==> src/rtl/udma_sdio_pkg.sv <==
// SDIO command-path shared types and constants.
// Response encoding, status bit positions and frame lengths.
package udma_sdio_pkg;

    typedef enum logic [2:0] {
        RSP_NONE = 3'd0,
        RSP_R1   = 3'd1,
        RSP_R2   = 3'd2,
        RSP_R3   = 3'd3,
        RSP_R1B  = 3'd4
    } rsp_type_e;

    localparam int ST_TIMEOUT = 0;
    localparam int ST_CRC     = 1;
    localparam int ST_END     = 2;
    localparam int ST_INVALID = 3;

    localparam int CMD_LEN   = 48;
    localparam int RSP_SHORT = 48;
    localparam int RSP_LONG  = 136;

endpackage

==> src/rtl/udma_sdio_crc7.sv <==
// Serial CRC7 (x^7 + x^3 + 1), MSB-first, seeded with zero.
// clr_i has priority over en_i.
module udma_sdio_crc7 (
    input  logic       clk_i,
    input  logic       rstn_i,
    input  logic       clr_i,
    input  logic       en_i,
    input  logic       bit_i,
    output logic [6:0] crc_o
);

    logic [6:0] crc_q;
    logic [6:0] crc_d;
    logic       fb;

    // Next CRC: clear, shift one bit in, or hold
    always_comb begin
        crc_d = crc_q;
        fb    = crc_q[6] ^ bit_i;
        if (clr_i) begin
            crc_d = '0;
        end else if (en_i) begin
            crc_d = {crc_q[5:0], 1'b0} ^ (fb ? 7'h09 : 7'h00);
        end
    end

    // CRC register
    always_ff @(posedge clk_i or negedge rstn_i) begin
        if (!rstn_i) crc_q <= '0;
        else         crc_q <= crc_d;
    end

    assign crc_o = crc_q;

endmodule

==> src/rtl/udma_sdio_cmd_ctrl.sv <==
// SD CMD-line engine: sends a 48-bit command with CRC7,
// captures and checks the response, reports eot/err/status.
module udma_sdio_cmd_ctrl
    import udma_sdio_pkg::*;
#(
    parameter int RSP_TIMEOUT = 64,
    parameter int NCC_CYCLES  = 8
) (
    input  logic         clk_i,
    input  logic         rstn_i,
    input  logic         start_i,
    input  logic [5:0]   cmd_op_i,
    input  logic [31:0]  cmd_arg_i,
    input  logic [2:0]   cmd_rsp_type_i,
    output logic         cmd_o,
    output logic         cmd_oen_o,
    input  logic         cmd_i,
    output logic [127:0] rsp_data_o,
    output logic         busy_o,
    output logic         eot_o,
    output logic         err_o,
    output logic [15:0]  status_o
);

    typedef enum logic [2:0] {
        S_IDLE, S_TX, S_TURN, S_WAIT_RSP,
        S_RX, S_CHECK, S_NCC, S_DONE
    } state_e;

    state_e         state_q, state_d;
    logic [7:0]     cnt_q, cnt_d;
    logic [15:0]    tmo_q, tmo_d;
    logic [39:0]    tx_sr_q, tx_sr_d;
    logic [135:0]   rx_sr_q, rx_sr_d;
    logic [2:0]     rsp_type_q, rsp_type_d;
    logic [3:0]     status_q, status_d;
    logic [127:0]   rsp_data_q, rsp_data_d;

    logic           crc_clr;
    logic           tx_crc_en;
    logic           rx_crc_en;
    logic [6:0]     tx_crc;
    logic [6:0]     rx_crc;
    logic           rx_long;
    logic [7:0]     rx_last;

    udma_sdio_crc7 u_tx_crc (
        .clk_i  (clk_i),
        .rstn_i (rstn_i),
        .clr_i  (crc_clr),
        .en_i   (tx_crc_en),
        .bit_i  (tx_sr_q[39]),
        .crc_o  (tx_crc)
    );

    udma_sdio_crc7 u_rx_crc (
        .clk_i  (clk_i),
        .rstn_i (rstn_i),
        .clr_i  (crc_clr),
        .en_i   (rx_crc_en),
        .bit_i  (cmd_i),
        .crc_o  (rx_crc)
    );

    assign rx_long = (rsp_type_q == RSP_R2);
    assign rx_last = rx_long ? 8'(RSP_LONG - 1) : 8'(RSP_SHORT - 1);

    // Next-state logic, datapath updates and CMD-line outputs
    always_comb begin
        state_d    = state_q;
        cnt_d      = cnt_q;
        tmo_d      = tmo_q;
        tx_sr_d    = tx_sr_q;
        rx_sr_d    = rx_sr_q;
        rsp_type_d = rsp_type_q;
        status_d   = status_q;
        rsp_data_d = rsp_data_q;
        crc_clr    = 1'b0;
        tx_crc_en  = 1'b0;
        rx_crc_en  = 1'b0;
        cmd_o      = 1'b1;
        cmd_oen_o  = 1'b1;
        busy_o     = 1'b1;
        eot_o      = 1'b0;
        err_o      = 1'b0;
        unique case (state_q)
            S_IDLE, S_DONE: begin
                busy_o = 1'b0;
                if (state_q == S_DONE) begin
                    eot_o   = (status_q == 4'd0);
                    err_o   = (status_q != 4'd0);
                    state_d = S_IDLE;
                end
                if (start_i) begin
                    tx_sr_d    = {2'b01, cmd_op_i, cmd_arg_i};
                    rsp_type_d = cmd_rsp_type_i;
                    status_d   = '0;
                    cnt_d      = '0;
                    rx_sr_d    = '0;
                    crc_clr    = 1'b1;
                    if (cmd_rsp_type_i > RSP_R1B) begin
                        status_d[ST_INVALID] = 1'b1;
                        state_d = S_DONE;
                    end else begin
                        state_d = S_TX;
                    end
                end
            end
            S_TX: begin
                cmd_oen_o = 1'b0;
                cnt_d     = cnt_q + 8'd1;
                if (cnt_q < 8'd40) begin
                    cmd_o     = tx_sr_q[39];
                    tx_sr_d   = tx_sr_q << 1;
                    tx_crc_en = 1'b1;
                end else if (cnt_q < 8'd47) begin
                    cmd_o = tx_crc[3'd6 - cnt_q[2:0]];
                end
                if (cnt_q == 8'(CMD_LEN - 1)) begin
                    cnt_d   = '0;
                    tmo_d   = '0;
                    state_d = (rsp_type_q == RSP_NONE) ? S_NCC : S_TURN;
                end
            end
            S_TURN: begin
                tmo_d = tmo_q + 16'd1;
                if (tmo_q == 16'd1) state_d = S_WAIT_RSP;
            end
            S_WAIT_RSP: begin
                tmo_d = tmo_q + 16'd1;
                if (!cmd_i) begin
                    rx_sr_d   = (rx_sr_q << 1) | 136'(cmd_i);
                    rx_crc_en = !rx_long;
                    cnt_d     = 8'd1;
                    state_d   = S_RX;
                end else if (tmo_q == 16'(RSP_TIMEOUT - 1)) begin
                    status_d[ST_TIMEOUT] = 1'b1;
                    cnt_d   = '0;
                    state_d = S_NCC;
                end
            end
            S_RX: begin
                rx_sr_d = (rx_sr_q << 1) | 136'(cmd_i);
                cnt_d   = cnt_q + 8'd1;
                if (rx_long) rx_crc_en = (cnt_q >= 8'd8) && (cnt_q < 8'd128);
                else         rx_crc_en = (cnt_q < 8'd40);
                if (cnt_q == rx_last) state_d = S_CHECK;
            end
            S_CHECK: begin
                if (rx_long) begin
                    rsp_data_d = rx_sr_q[127:0];
                end else begin
                    rsp_data_d        = '0;
                    rsp_data_d[31:0]  = rx_sr_q[39:8];
                    rsp_data_d[37:32] = rx_sr_q[45:40];
                end
                if (!rx_sr_q[0]) status_d[ST_END] = 1'b1;
                if (rsp_type_q != RSP_R3 && rx_crc != rx_sr_q[7:1])
                    status_d[ST_CRC] = 1'b1;
                cnt_d   = '0;
                state_d = S_NCC;
            end
            S_NCC: begin
                cnt_d = cnt_q + 8'd1;
                if (cnt_q == 8'(NCC_CYCLES - 1)) state_d = S_DONE;
            end
            default: state_d = S_IDLE;
        endcase
    end

    // State and datapath registers
    always_ff @(posedge clk_i or negedge rstn_i) begin
        if (!rstn_i) begin
            state_q    <= S_IDLE;
            cnt_q      <= '0;
            tmo_q      <= '0;
            tx_sr_q    <= '0;
            rx_sr_q    <= '0;
            rsp_type_q <= '0;
            status_q   <= '0;
            rsp_data_q <= '0;
        end else begin
            state_q    <= state_d;
            cnt_q      <= cnt_d;
            tmo_q      <= tmo_d;
            tx_sr_q    <= tx_sr_d;
            rx_sr_q    <= rx_sr_d;
            rsp_type_q <= rsp_type_d;
            status_q   <= status_d;
            rsp_data_q <= rsp_data_d;
        end
    end

    assign rsp_data_o = rsp_data_q;
    assign status_o   = {12'd0, status_q};

endmodule

==> config.mk <==
export PLATFORM = sky130hd
export DESIGN_NAME = udma_sdio_cmd_ctrl
export DESIGN_NICKNAME = d
export VERILOG_FILES = /design/src/rtl/udma_sdio_pkg.sv /design/src/rtl/udma_sdio_crc7.sv /design/src/rtl/udma_sdio_cmd_ctrl.sv
export SDC_FILE = /design/constraint.sdc
export NUM_CORES = 1
export LEC_CHECK = 0
export ABC_AREA = 1
export CELL_PAD_IN_SITES_DETAIL_PLACEMENT = 1
export CELL_PAD_IN_SITES_GLOBAL_PLACEMENT = 2
export CORE_MARGIN = 2
export CORE_UTILIZATION = 34
export CTS_CLUSTER_DIAMETER = 150
export DETAILED_ROUTE_END_ITERATION = 7
export GPL_TIMING_DRIVEN = 0
export HOLD_SLACK_MARGIN = 0.03
export PLACE_DENSITY = 0.89
export SETUP_SLACK_MARGIN = 0.3
export SLEW_MARGIN = 5
export SYNTH_ARGS = -nofsm -noshare
export SYNTH_HDL_FRONTEND = slang
export SYNTH_HIERARCHICAL = 1
export SYNTH_SLANG_ARGS = --single-unit
==> constraint.sdc <==
create_clock -name clk_i -period 1.9 [get_ports clk_i]
set_input_delay 0.285 -clock clk_i [delete_from_list [all_inputs] [get_ports clk_i]]
set_output_delay 0.285 -clock clk_i [all_outputs]
set_load 0.01 [all_outputs]
==> impl_metrics.ini <==
[synthesis]
synth.most_common_cell = o21ai_0
synth_common_cells = o21ai_0, dfrtp_1, nand2_1
yosys.area.top_type = dfrtp_1
syn-instance-count = 1688
postSynth.asyncResetShare_pct = 100
yosys_most_used_dff = dfrtp_1
syn_area_mm2 = 0.0150
synth_edf_count = 0
synth_area_leaders = dfrtp_1, o21ai_0, nand2_1
ys_types = 44
synth_seq_cells = 344
ys_warn_count = 6
syn_avg_cell_area_um2 = 8.87
ys_seq_area_share_pct = 57.5
yosys.area.top_type_share_pct = 57.5

[drt]
drt_iter0_markers = 832
wire_per_inst_um = 23.0
drtAntennaViolNets = 0
routed_wl_um = 61100
vias = 14070
first_pass_iters = 4
viasPerCell = 5.29
remaining_drc_errors = 0

[sta]
finalSetupTns_ns = -34.72
hold_slack_ns = 0.305
fmax_ghz = 0.430
fin_crit_sh_pct = 123
fin_skew_ns = 0.0231
report.final.slew_viol_count = 0
post-route-min-period_ns = 2.33
setup_viol = 184
finalHoldViolations = 0
worstMarginPinSlew_ns = 0.761
relSlewSlack_pct = 49.3
setup_ws_ns = -0.428
grt_setup_unrepaired = true

[pwr]
peakVddDrop_mv = 0.672
p_per_area_mw_per_mm2 = 1570
p_leak_nw = 12.3

[grt]
overflow = 0
track_usage_pct = 22.2
antenna_found_initial = 0
grt_max_degree = 97
grt_pass1_wl_um = 79700
grt_pass1_vias = 14269

[placement]
dp_hpwl_um = 30800
port_buffers = 181
gp_congestion = 0.818
place_ws_ns = -0.607

[cts]
tritoncts = done
htreeDepth = 2
cts_sinks = 344
clock_path_buffers = 3
clock_latency_ns = 0.58
cts_buffers = 40
cts.clk_slew.worst_paths_ns = 0.06
cts_root_buffer = clkbuf_16

[run_status]
failed_checks = setup timing
status = finished with violations

[floorplan]
start_util_pct = 34.6
die_y_um = 214
die-width_um = 214
core-area_mm2 = 0.0433
io_pins = 194
rows = 76
fp.dieArea_mm2 = 0.0457

[final_layout]
drive_above_1_share_pct = 33.7
fin_nets = 2099
diodes = 0
final_core_utilization_pct = 55.2
fill_cells = 4574
syn2layout_area_growth_pct = 59.6

[setup_path]
cp.arrival_ns = 2.04
worstPathRequired_ns = 1.62
ff2ff_setup_slack_ns = -0.33
critPathLaunchType = register
crit_type = reg2out
cp-end-kind = output pin
crit_fanout = 4

[flow_run]
drv_cap = 0

[hold_path]
min_path_type = in2reg
## path summary, 6_finish.rpt
kind / start / end / depth (start not counted)
max: cnt_q[0] / cmd_o / 10
min: cmd_arg_i[0] / tx_sr_q[0] / 3
max reg2reg: state_q[1] / rx_sr_q[108] / 15
min reg2reg: rsp_data_o[59] / rsp_data_o[59] / 2
max in group asynchronous: rstn_i / state_q[0] / 3
min in group asynchronous: rstn_i / rsp_data_o[21] / 2
## per-stage QoR
stage	power (mW)	instance area [um^2]	instances
final	37.4	23900	2661
after global routing	39.0	23900	2661
after CTS	32.3	21300	2610
after detailed placement	18.7	17600	2468
after global placement	18.3	17600	2465
after floorplan	15.0	15000	1699
## cell usage in the layout (no fill, tap or decap), types with 51 or more instances in the layout
| cell | instances |
|---|---|
| dfrtp_1 | 340 |
| nand2_1 | 255 |
| inv_1 | 172 |
| o21ai_2 | 146 |
| o21ai_0 | 116 |
| dlymetal6s2s_1 | 115 |
| o21ai_1 | 99 |
| nor2_1 | 75 |
| nand3_2 | 67 |
| clkbuf_16 | 65 |
| buf_4 | 52 |
| nand3_1 | 51 |
## state kept, by name, indices dropped and copies added, names as in the netlist
name            count
rsp_data_o        128
rx_sr_q           128
tx_sr_q            40
tmo_q              16
cnt_q               8
u_rx_crc/crc_o      7
u_tx_crc/crc_o      7
status_q            4
rsp_type_q          3
state_q             3
## layout make-up
type | count | area, um^2 | area share [%]
repair buffers | 306 | 4030 | 16.9
flip-flops and latches | 344 | 8610 | 36.1
well taps | 585 | 732 | 3.07
multi-input cells | 1054 | 7030 | 29.4
inverters | 195 | 792 | 3.32
clock buffers | 63 | 1200 | 5.02
repair inverters | 1 | 16.3 | 0.0681
plain buffers | 108 | 1380 | 5.78
clock inverters | 5 | 82.6 | 0.346
## power by group
part           total (mW)  leakage, nW  switching, mW  internal (mW)
Sequential           9.23         4.69          0.803           8.43
Combinational        20.3         7.03           10.8           9.47
Clock                7.89        0.627           3.31           4.59
Total                37.4         12.3           14.9           22.5
## worst max-delay path, cell delays in order (launching register included)
cell	delay (ns)
dfrtp_2	0.42
ha_2	0.22
nand2_2	0.07
nor2_2	0.18
nand2_2	0.10
nand2_2	0.10
nor2_2	0.05
nand3_2	0.08
o21ai_2	0.06
inv_1	0.08
buf_6	0.10
## timing repair
action / CTS / global route
gates cloned: 24 / 19
setup buffers: 49 / 32
setup endpoints to repair: 478 / 465
resized for setup: 559 / 606
hold endpoints to repair: 85 / 0
hold buffers: 1 / 0
pin swaps: 24 / 40
## metal layers
layer  routed length [um]  global-route usage [%]
met1                23500                    27.6
met3                 3160                    4.70
met2                32000                    39.1
met4                 2460                    6.25
met5                    0                       0
## logic make-up after synthesis
kind of cell	count (synthesis)	synth area share (%)
muxes	1	0.0669
DFF	344	57.5
and+or+nand+nor	589	16.7
xor gates and xnor gates	10	0.585
AOI/OAI and AO/OA	436	15.8
other	1	0.0251
buffers and inverters	303	8.97
adders and majority gates	4	0.334
No activity file was read; power rests on OpenSTA's default activity.
